`src/rtl/cache_refill_controller_pkg.sv`:
```
// Shared types and helpers for the cache refill controller.
package cache_refill_controller_pkg;

  // Miss-handling phases: idle, victim writeback, line refill, tag commit.
  typedef enum logic [1:0] {
    IDLE   = 2'd0,
    WB     = 2'd1,
    FILL   = 2'd2,
    COMMIT = 2'd3
  } refill_state_e;

  localparam int ADDR_W      = 32;
  localparam int WORD_ADDR_W = 30;

  // Word-offset field width for a line of line_words 32-bit words.
  function automatic int calc_offset_w(input int line_words);
    return $clog2(line_words);
  endfunction

  // Tag width left over once the index and word-offset fields are taken.
  function automatic int calc_tag_w(input int index_w, input int offset_w);
    return WORD_ADDR_W - index_w - offset_w;
  endfunction

  // Byte address of word word_off within the line whose word-address base
  // (offset field zero) is line_base.
  function automatic logic [ADDR_W-1:0] compose_addr(input logic [WORD_ADDR_W-1:0] line_base,
                                                     input logic [WORD_ADDR_W-1:0] word_off);
    return {line_base | word_off, 2'b00};
  endfunction

endpackage

```
`src/rtl/cache_refill_controller_onehot_to_bin.sv`:
```
// Lowest-set-bit encoder: turns a (nominally one-hot) victim vector into a
// way number. Several bits set -> lowest wins; no bits set -> way 0.
module cache_refill_controller_onehot_to_bin #(
  parameter int N     = 4,
  parameter int IDX_W = (N > 1) ? $clog2(N) : 1
) (
  input  logic [N-1:0]     onehot_i,
  output logic [IDX_W-1:0] idx_o
);

  logic [N-1:0] w_seen;
  logic [N-1:0] w_first;

  assign w_seen[0] = 1'b0;

  genvar gi;
  generate
    for (gi = 1; gi < N; gi++) begin : g_seen
      assign w_seen[gi] = |onehot_i[gi-1:0];
    end
    for (gi = 0; gi < N; gi++) begin : g_first
      assign w_first[gi] = onehot_i[gi] & ~w_seen[gi];
    end
  endgenerate

  // Binary index of the single isolated bit (zero when nothing is set).
  always_comb begin
    idx_o = '0;
    for (int i = 0; i < N; i++) begin
      if (w_first[i]) idx_o = idx_o | IDX_W'(i);
    end
  end

endmodule

```
`src/rtl/cache_refill_controller.sv`:
```
// Miss handler: latches the miss and its victim, writes the victim back when
// dirty, refills the line word by word, then commits the new tag.
module cache_refill_controller
  import cache_refill_controller_pkg::*;
#(
  parameter int SET_SIZE   = 4,
  parameter int LINE_WORDS = 4,
  parameter int INDEX_W    = 4,
  parameter int OFFSET_W   = calc_offset_w(LINE_WORDS),
  parameter int TAG_W      = calc_tag_w(INDEX_W, OFFSET_W)
) (
  input  logic                clk_i,
  input  logic                rst_ni,
  input  logic                miss_i,
  input  logic [31:0]         addr_i,
  input  logic [SET_SIZE-1:0] victim_line_i,
  input  logic                victim_dirty_i,
  input  logic [TAG_W-1:0]    victim_tag_i,
  input  logic [31:0]         line_rdata_i,
  output logic [SET_SIZE-1:0] line_sel_o,
  output logic [OFFSET_W-1:0] line_offset_o,
  output logic                line_we_o,
  output logic [31:0]         line_wdata_o,
  output logic                tag_we_o,
  output logic [TAG_W-1:0]    tag_o,
  output logic                mem_req_o,
  output logic                mem_we_o,
  output logic [31:0]         mem_addr_o,
  output logic [31:0]         mem_wdata_o,
  input  logic                mem_ack_i,
  input  logic [31:0]         mem_rdata_i,
  output logic                replace_en_o,
  output logic                busy_o,
  output logic                done_o
);

  localparam int SEL_W = (SET_SIZE > 1) ? $clog2(SET_SIZE) : 1;

  refill_state_e r_state, w_state_next;

  logic [OFFSET_W-1:0] r_cnt;
  logic [TAG_W-1:0]    r_tag;
  logic [TAG_W-1:0]    r_victim_tag;
  logic [INDEX_W-1:0]  r_index;
  logic [SET_SIZE-1:0] r_line_sel;

  logic [SEL_W-1:0]       w_victim_idx;
  logic                   w_accept;
  logic                   w_xfer_ack;
  logic                   w_last_word;
  logic [WORD_ADDR_W-1:0] w_fill_base;
  logic [WORD_ADDR_W-1:0] w_wb_base;
  logic [WORD_ADDR_W-1:0] w_word_off;
  logic                   w_unused_addr;

  cache_refill_controller_onehot_to_bin #(
    .N     (SET_SIZE),
    .IDX_W (SEL_W)
  ) u_victim_enc (
    .onehot_i (victim_line_i),
    .idx_o    (w_victim_idx)
  );

  assign w_accept    = (r_state == IDLE) & miss_i;
  // An ack only counts while a bus transfer is actually being requested.
  assign w_xfer_ack  = ((r_state == WB) | (r_state == FILL)) & mem_ack_i;
  assign w_last_word = (r_cnt == OFFSET_W'(LINE_WORDS - 1));
  assign w_fill_base = {r_tag, r_index, {OFFSET_W{1'b0}}};
  assign w_wb_base   = {r_victim_tag, r_index, {OFFSET_W{1'b0}}};
  assign w_word_off  = WORD_ADDR_W'(r_cnt);
  // Byte and word-offset bits of the miss address do not select anything.
  assign w_unused_addr = ^addr_i[OFFSET_W+1:0];

  // State register.
  always_ff @(posedge clk_i or negedge rst_ni) begin
    if (!rst_ni) r_state <= IDLE;
    else         r_state <= w_state_next;
  end

  // Next-state: writeback only for dirty victims; phases end on the last word's ack.
  always_comb begin
    w_state_next = r_state;
    case (r_state)
      IDLE:    if (miss_i) w_state_next = victim_dirty_i ? WB : FILL;
      WB:      if (w_xfer_ack && w_last_word) w_state_next = FILL;
      FILL:    if (w_xfer_ack && w_last_word) w_state_next = COMMIT;
      COMMIT:  w_state_next = IDLE;
      default: w_state_next = IDLE;
    endcase
  end

  // Word counter: cleared on accept, advanced per acked word, wraps between phases.
  always_ff @(posedge clk_i or negedge rst_ni) begin
    if (!rst_ni)         r_cnt <= '0;
    else if (w_accept)   r_cnt <= '0;
    else if (w_xfer_ack) r_cnt <= r_cnt + 1'b1;
  end

  // Miss context captured once at accept; later input changes are ignored.
  always_ff @(posedge clk_i or negedge rst_ni) begin
    if (!rst_ni) begin
      r_tag        <= '0;
      r_index      <= '0;
      r_victim_tag <= '0;
      r_line_sel   <= '0;
    end else if (w_accept) begin
      r_tag        <= addr_i[31 -: TAG_W];
      r_index      <= addr_i[OFFSET_W+2 +: INDEX_W];
      r_victim_tag <= victim_tag_i;
      r_line_sel   <= SET_SIZE'(1) << w_victim_idx;
    end
  end

  // Output decode; data paths are gated so everything idles at zero.
  always_comb begin
    line_sel_o    = r_line_sel;
    line_offset_o = r_cnt;
    tag_o         = r_tag;
    line_we_o     = 1'b0;
    line_wdata_o  = '0;
    tag_we_o      = 1'b0;
    mem_req_o     = 1'b0;
    mem_we_o      = 1'b0;
    mem_addr_o    = '0;
    mem_wdata_o   = '0;
    replace_en_o  = 1'b0;
    busy_o        = 1'b1;
    done_o        = 1'b0;
    case (r_state)
      IDLE: busy_o = 1'b0;
      WB: begin
        mem_req_o   = 1'b1;
        mem_we_o    = 1'b1;
        mem_addr_o  = compose_addr(w_wb_base, w_word_off);
        mem_wdata_o = line_rdata_i;
      end
      FILL: begin
        mem_req_o    = 1'b1;
        mem_addr_o   = compose_addr(w_fill_base, w_word_off);
        line_wdata_o = mem_rdata_i;
        line_we_o    = mem_ack_i;
      end
      COMMIT: begin
        tag_we_o     = 1'b1;
        replace_en_o = 1'b1;
        done_o       = 1'b1;
      end
      default: busy_o = 1'b0;
    endcase
  end

endmodule

```
`config.mk`:
```
export PLATFORM = sky130hd
export DESIGN_NAME = cache_refill_controller
export DESIGN_NICKNAME = d
export VERILOG_FILES = /design/src/rtl/cache_refill_controller_pkg.sv /design/src/rtl/cache_refill_controller_onehot_to_bin.sv /design/src/rtl/cache_refill_controller.sv
export SDC_FILE = /design/constraint.sdc
export NUM_CORES = 1
export LEC_CHECK = 0
export CORE_MARGIN = 4
export CORE_UTILIZATION = 35
export DETAILED_ROUTE_END_ITERATION = 6
export PLACE_DENSITY_LB_ADDON = 0.12
export SYNTH_ARGS = -nofsm -noshare
export SYNTH_HDL_FRONTEND = slang
export SYNTH_HIERARCHICAL = 1
export SYNTH_SLANG_ARGS = --single-unit
export TNS_END_PERCENT = 10
```
`constraint.sdc`:
```
create_clock -name clk_i -period 2.12 [get_ports clk_i]
set_clock_uncertainty 0.2 [all_clocks]
set_input_delay 0.318 -clock clk_i [delete_from_list [all_inputs] [get_ports clk_i]]
set_output_delay 0.318 -clock clk_i [all_outputs]
set_load 0.02 [all_outputs]
```
* Word level (Yosys, flattened, before mapping)
Index checks and enable logic that the tools add are counted.
** Storage, ports and cells
- Register bits :: 60
- Bits of input ports :: 129
- Output and inout bits :: 133
- Word-level logic and storage cells :: 51
** Operators by class
- Add/sub/neg operators :: 1
- Eq/ne operators :: 7
- Shift-type cells :: 1
- Mux-type cells :: 18
- Bitwise gates (word level) :: 11
- Reduce and logical (&&, ||, !) cells :: 7
** Operators with widths (count)
- 2-to-1 mux 32 bit :: 2
- case mux 32 bit (2 select lines) :: 1
- OR 30 x 2 -> 30 bit :: 2
- 2-to-1 mux 2 bit :: 8
- case mux 2 bit (4 select lines) :: 1
- == test 2 bit, second input constant :: 3
- 2-to-1 mux 1 bit :: 6
- AND 1 bit :: 5
- inequality test 2 x 1 -> 1 bit, second input constant :: 2
- OR reduction 2 bit :: 2
- left shift 1 x 2 -> 4 bit, first input constant :: 1
- inverter 1 bit :: 3
- AND reduction 3 bit :: 1
- OR reduction 3 bit :: 1
- adder 2 x 1 -> 2 bit, second input constant :: 1
- == test 2 x 1 -> 1 bit, second input constant :: 1
- logical NOT 2 bit :: 1
- inequality test 2 bit, second input constant :: 1
- nonzero test 2 bit :: 1
- logical AND 1 bit :: 1
- OR 1 bit :: 1

* Logic depth before layout (Yosys ltp)
- Word-level depth :: 6
- Mapped depth :: 6
- Depth with buffers taken out :: 5

* Cells and area by module
Netlist, hierarchy kept.
** By module, submodules not included
- cache_refill_controller :: times used 1, cells each 289, area each 3518.4 um^2, seq. area each 1501.4 um^2
- cache_refill_controller_onehot_to_bin :: times used 1, cells each 5, area each 27.5 um^2, seq. area each 0.0 um^2

* Least setup slack after synthesis
No wires, ideal clock.
- Path type :: reg2out
- Start :: register r_state[0]
- End :: output mem_addr_o[10]
- Arrival time :: 1478 ps
- Data required time :: 1602 ps
- Setup slack :: 124 ps
- Stages on the path, launching flop included :: 5
- Buffers on the path :: 1
- Path through :: dfrtp_1 -> inv_1 -> ha_1 -> clkbuf_1 -> nor2b_1
** Between the ends
- Longest elaborated chain between the ends :: 2
- Elaborated cells on any way between the ends :: 3
- Classes of those cells :: eq/ne: 2; mux: 1
** RTL lines
- start, declared :: RTL line cache_refill_controller.sv:39 : refill_state_e r_state, w_state_next;
- start signal, assigned :: RTL line cache_refill_controller.sv:77 : else r_state <= w_state_next;
- == test 2 bit / == test 2 x 1 -> 1 bit (equally long branches) :: RTL line cache_refill_controller.sv:129 : case (r_state)
- case mux 32 bit (2 select lines) (*) :: RTL line cache_refill_controller.sv:129
- end, declared :: RTL line cache_refill_controller.sv:28 : output logic [31:0] mem_addr_o,
Mark *: on every way between the ends. The rest lies on a longest branch, timed or not.

* Worst setup path after layout
- Start :: register r_state[0]
- End :: output mem_addr_o[12]
The elaborated chain is that of the path after synthesis.

==> flow_summary.html <==
<table>
<tr><th>Metric</th><th>Value</th></tr>
<tr><th colspan="2">Outcome</th></tr>
<tr><td>Outcome</td><td>finished, violations left</td></tr>
<tr><td>Violated checks</td><td>negative setup slack</td></tr>
<tr><th colspan="2">Hold path</th></tr>
<tr><td>Worst Hold Launch</td><td>line_sel_o[0]$_DFFE_PN0P_</td></tr>
<tr><td>Kind of path behind the tightest hold check</td><td>reg -&gt; reg</td></tr>
<tr><td>Hold path depth</td><td>2</td></tr>
<tr><td>Endpoint with the worst hold slack</td><td>line_sel_o[0]$_DFFE_PN0P_</td></tr>
<tr><th colspan="2">Worst setup path</th></tr>
<tr><td>Data arrival time of the critical path</td><td>1.70 ns</td></tr>
<tr><td>Count of cell instances traversed by the critical path</td><td>7</td></tr>
<tr><td>Buffers plus inverters on the worst setup path</td><td>4</td></tr>
<tr><td>Family with the most delay on the worst path</td><td>buffers and inverters</td></tr>
<tr><td>Most used cell, CP</td><td>buf_4</td></tr>
<tr><td>Crit path largest cell delay</td><td>0.40 ns</td></tr>
<tr><td>Worst Path Max Fanout</td><td>11</td></tr>
<tr><td>Crit path required time</td><td>1.60 ns</td></tr>
<tr><td>Slack of the worst reg-to-reg path</td><td>0.30 ns</td></tr>
<tr><td>Critical Path Source Type</td><td>flip-flop</td></tr>
<tr><td>Startpoint of the most critical register-to-register path</td><td>r_state[1]$_DFFE_PN0P_</td></tr>
<tr><td>Type of the worst setup path</td><td>reg -&gt; out</td></tr>
<tr><td>Slowest cell on crit path</td><td>dfrtp_1</td></tr>
<tr><td>Capture point of the worst reg-to-reg path</td><td>r_state[1]$_DFFE_PN0P_</td></tr>
<tr><td>Cells on worst reg2reg path</td><td>6</td></tr>
<tr><td>Kind of capture point of the worst setup path</td><td>output pin</td></tr>
<tr><td>Critical Path, Cell by Cell</td><td>inv_4, ha_4, buf_12, buf_4, mux2i_1, nor2b_1, buf_4</td></tr>
<tr><th colspan="2">Floorplanning</th></tr>
<tr><td>Chip Height</td><td>109 um</td></tr>
<tr><td>CORE AREA</td><td>9820 sq um</td></tr>
<tr><td>Width of the chip</td><td>109 um</td></tr>
<tr><td>Initial Utilization</td><td>0.361</td></tr>
<tr><td>Ports placed on the boundary</td><td>262</td></tr>
<tr><td>Row count</td><td>36</td></tr>
<tr><td>Die Area</td><td>11,800 sq um</td></tr>
<tr><th colspan="2">GRT</th></tr>
<tr><td>Met3 layer usage reported by global route</td><td>0.0580</td></tr>
<tr><td>GRT overflow</td><td>0</td></tr>
<tr><td>Largest net degree at the start of global routing</td><td>61</td></tr>
<tr><td>Wire length of the first global-routing pass</td><td>18,000 um</td></tr>
<tr><td>Total routing resource utilization after global routing</td><td>0.198</td></tr>
<tr><td>Busiest layer in global routing</td><td>met2</td></tr>
<tr><td>Vias in the first global route</td><td>3,211</td></tr>
<tr><td>Met2 track demand over resource in global routing</td><td>0.353</td></tr>
<tr><td>Met1 Track Usage GR</td><td>0.229</td></tr>
<tr><td>Antenna violations before repair</td><td>0</td></tr>
<tr><th colspan="2">Detailed routing</th></tr>
<tr><td>Mean number of vias per cell</td><td>4.47</td></tr>
<tr><td>ANT nets after route</td><td>0</td></tr>
<tr><td>Iteration-0 DRC count of the detailed router</td><td>127</td></tr>
<tr><td>Number of remaining DRC errors</td><td>0</td></tr>
<tr><td>Vias</td><td>3,127</td></tr>
<tr><td>WL final</td><td>12,400 um</td></tr>
<tr><td>Wire length per cell after detailed routing</td><td>17.7 um</td></tr>
<tr><td>Router iterations before antenna repair</td><td>4</td></tr>
<tr><th colspan="2">CTS</th></tr>
<tr><td>Clock transition time at the flip-flop clock pins of the worst setup and hold paths</td><td>0.06 ns</td></tr>
<tr><td>Max clock buf depth</td><td>2</td></tr>
<tr><td>Clock tree sinks</td><td>60</td></tr>
<tr><td>Latest clock arrival within the worst-skew pair</td><td>0.33 ns</td></tr>
<tr><td>Clock buffers created by TritonCTS</td><td>9</td></tr>
<tr><td>Clock tree from TritonCTS</td><td>done</td></tr>
<tr><td>Clock tree root driver cell</td><td>clkbuf_8</td></tr>
<tr><td>Number of levels in the clock H-tree</td><td>3</td></tr>
<tr><th colspan="2">Cells and area</th></tr>
<tr><td>Number of antenna cells inserted</td><td>0</td></tr>
<tr><td>Nets@finish</td><td>697</td></tr>
<tr><td>Util after Layout</td><td>0.661</td></tr>
<tr><td>Fill count</td><td>822</td></tr>
<tr><td>Layout cells sized above 1</td><td>0.376</td></tr>
<tr><td>Area added between synthesis and finish</td><td>83.1%</td></tr>
<tr><th colspan="2">Synth</th></tr>
<tr><td>Syn avg cell area</td><td>12.1 sq um</td></tr>
<tr><td>Most common flop cell mapped by yosys</td><td>dfrtp_1</td></tr>
<tr><td>Count of flip-flops with a built-in enable after synthesis</td><td>0</td></tr>
<tr><td>Sequential area share after synthesis</td><td>0.423</td></tr>
<tr><td>Synth cell count leaders</td><td>and2_1 (71), dfrtp_1 (60), mux2_4 (52), mux2i_1 (28), nor2b_1 (24)</td></tr>
<tr><td>Fraction of registers with async set/reset</td><td>1.00</td></tr>
<tr><td>Netlist Area Pre-Place</td><td>3550 sq um</td></tr>
<tr><td>Count of unique library cells instantiated by Yosys</td><td>24</td></tr>
<tr><td>Number of warning messages in the yosys log</td><td>6</td></tr>
<tr><td>Library cell occupying the most area in the post-synthesis netlist</td><td>dfrtp_1</td></tr>
<tr><td>Top cells by area in the synthesized netlist</td><td>dfrtp_1 (42%), mux2_4 (22%), and2_1 (13%)</td></tr>
<tr><td>Leading cell type by number of instances after synthesis</td><td>and2_1</td></tr>
<tr><td>Top cell type's share of synthesized area</td><td>0.423</td></tr>
<tr><td>Gate Count Post-Synth</td><td>294</td></tr>
<tr><td>#FFs+latches synth</td><td>60</td></tr>
<tr><th colspan="2">Timing</th></tr>
<tr><td>Final number of setup-violating endpoints</td><td>23</td></tr>
<tr><td>Portion of the clock cycle consumed by the worst path in the final layout</td><td>1.05</td></tr>
<tr><td>Min Tclk post-route</td><td>2.22 ns</td></tr>
<tr><td>RSZ-0062 raised after global routing</td><td>yes</td></tr>
<tr><td>Fin Hold WS</td><td>0.303 ns</td></tr>
<tr><td>Setup_tns</td><td>-1.08 ns</td></tr>
<tr><td>Maximum clock rate</td><td>451 MHz</td></tr>
<tr><td>Number of hold violations in the final report</td><td>0</td></tr>
<tr><td>Pins over their slew limit</td><td>0</td></tr>
<tr><td>Worst setup slack after layout</td><td>-0.0986 ns</td></tr>
<tr><th colspan="2">Power</th></tr>
<tr><td>Overall power after layout</td><td>10.6 mW</td></tr>
<tr><td>Highest ir drop seen on vdd</td><td>1.01 mV</td></tr>
<tr><td>Leakage power figure</td><td>3.14 nW</td></tr>
<tr><td>Power Dens Cells</td><td>1630 nW/um^2</td></tr>
<tr><th colspan="2">Placed design</th></tr>
<tr><td>Global placer's final weighted congestion</td><td>0.762</td></tr>
<tr><td>Post-detail-place hpwl</td><td>9420 um</td></tr>
<tr><td>Number of port buffers</td><td>255</td></tr>
<tr><th colspan="2">Job</th></tr>
<tr><td>Maximum capacitance violations</td><td>0</td></tr>
</table>
==> metal layers <==
metal	vias up	wire length, um
li1	1491	-
met1	1490	4850
met2	135	6350
met3	11	1070
met4	0	146
met5	-	0
==> power by group <==
part	total (mW)	internal (mW)	switching [mW]
sequential	2.15	1.73	0.421
clock	0.988	0.555	0.433
combinational	7.42	3.91	3.51
total	10.6	6.20	4.37
==> per-stage QoR <==
stage,std cells,worst slack [ns],cell area [sq um]
after floorplan,295,0.124,3550
after CTS,692,-0.176,6190
final,700,-0.0986,6490
after detailed placement,674,-0.250,6290
after global routing,700,-0.207,6490
after global placement,674,-0.212,6290
==> kinds of logic (layout without fill, tap and decap cells) <==
kind of cell,count (synthesis),count (layout),share of synthesized area
buffers and inverters,27,299,0.0490
muxes,80,80,0.299
DFF,60,60,0.423
and+or+nand+nor,110,110,0.189
AOI/OAI and AO/OA,9,9,0.0148
xor gates and xnor gates,1,1,0.00247
other,1,2,0.00106
adders and majority gates,6,6,0.0212
==> cell usage in the layout, fill, tap and decap left out, types with 7 or more instances in the layout <==
master	synthesis	layout
buf_12	0	7
and2_4	0	17
buf_4	7	67
nor2b_1	24	24
buf_6	6	26
mux2_4	52	52
nand2_1	7	7
mux2i_1	28	27
and2_1	71	54
dfrtp_1	60	60
buf_2	1	18
clkdlybuf4s50_1	0	153
clkbuf_8	0	13
==> flip-flops by register name (all words and copies together) (netlist names) <==
| name | cells |
|---|---|
| line_offset_o | 2 |
| line_sel_o | 4 |
| r_state | 2 |
| r_index | 4 |
| r_victim_tag | 24 |
| tag_o | 24 |
==> worst min-delay path, delay by kind of cell, from the launching register on <==
kind / cells / cell delay (ns)
compound gates: 1 / 0.06
flops: 1 / 0.36
simple gates: 1 / 0.06
==> layout make-up <==
type                            count  area [sq um]  area share
Clock inverter                      2          16.3     0.00251
Multi-Input combinational cell    208          1950       0.300
Tap cell                          133           166      0.0256
Clock buffer                       14           183      0.0281
Timing Repair Buffer              279          2660       0.410
Inverter                            4          17.5     0.00270
Sequential cell                    60          1500       0.231
==> worst max path at each step <==
stage	startpoint	endpoint	slack, ns
2_1_floorplan	r_state[0]$_DFFE_PN0P_	mem_addr_o[10]	0.12
3_3_place_gp	r_state[0]$_DFFE_PN0P_	mem_addr_o[19]	-0.21
3_5_place_dp	r_state[0]$_DFFE_PN0P_	mem_addr_o[22]	-0.25
4_1_cts	r_state[1]$_DFFE_PN0P_	mem_addr_o[14]	-0.18
5_1_grt	r_state[0]$_DFFE_PN0P_	mem_addr_o[16]	-0.21
6_report	r_state[0]$_DFFE_PN0P_	mem_addr_o[12]	-0.1
==> repair_timing <==
item | CTS | global route
setup buffers | 0 | 6
setup endpoints to repair | 101 | 94
cloned | 1 | 2
hold buffers | 1 | 0
endpoints found under the hold margin | 60 | 0
resized for setup | 385 | 143
No activity file was read; power rests on OpenSTA's default activity.
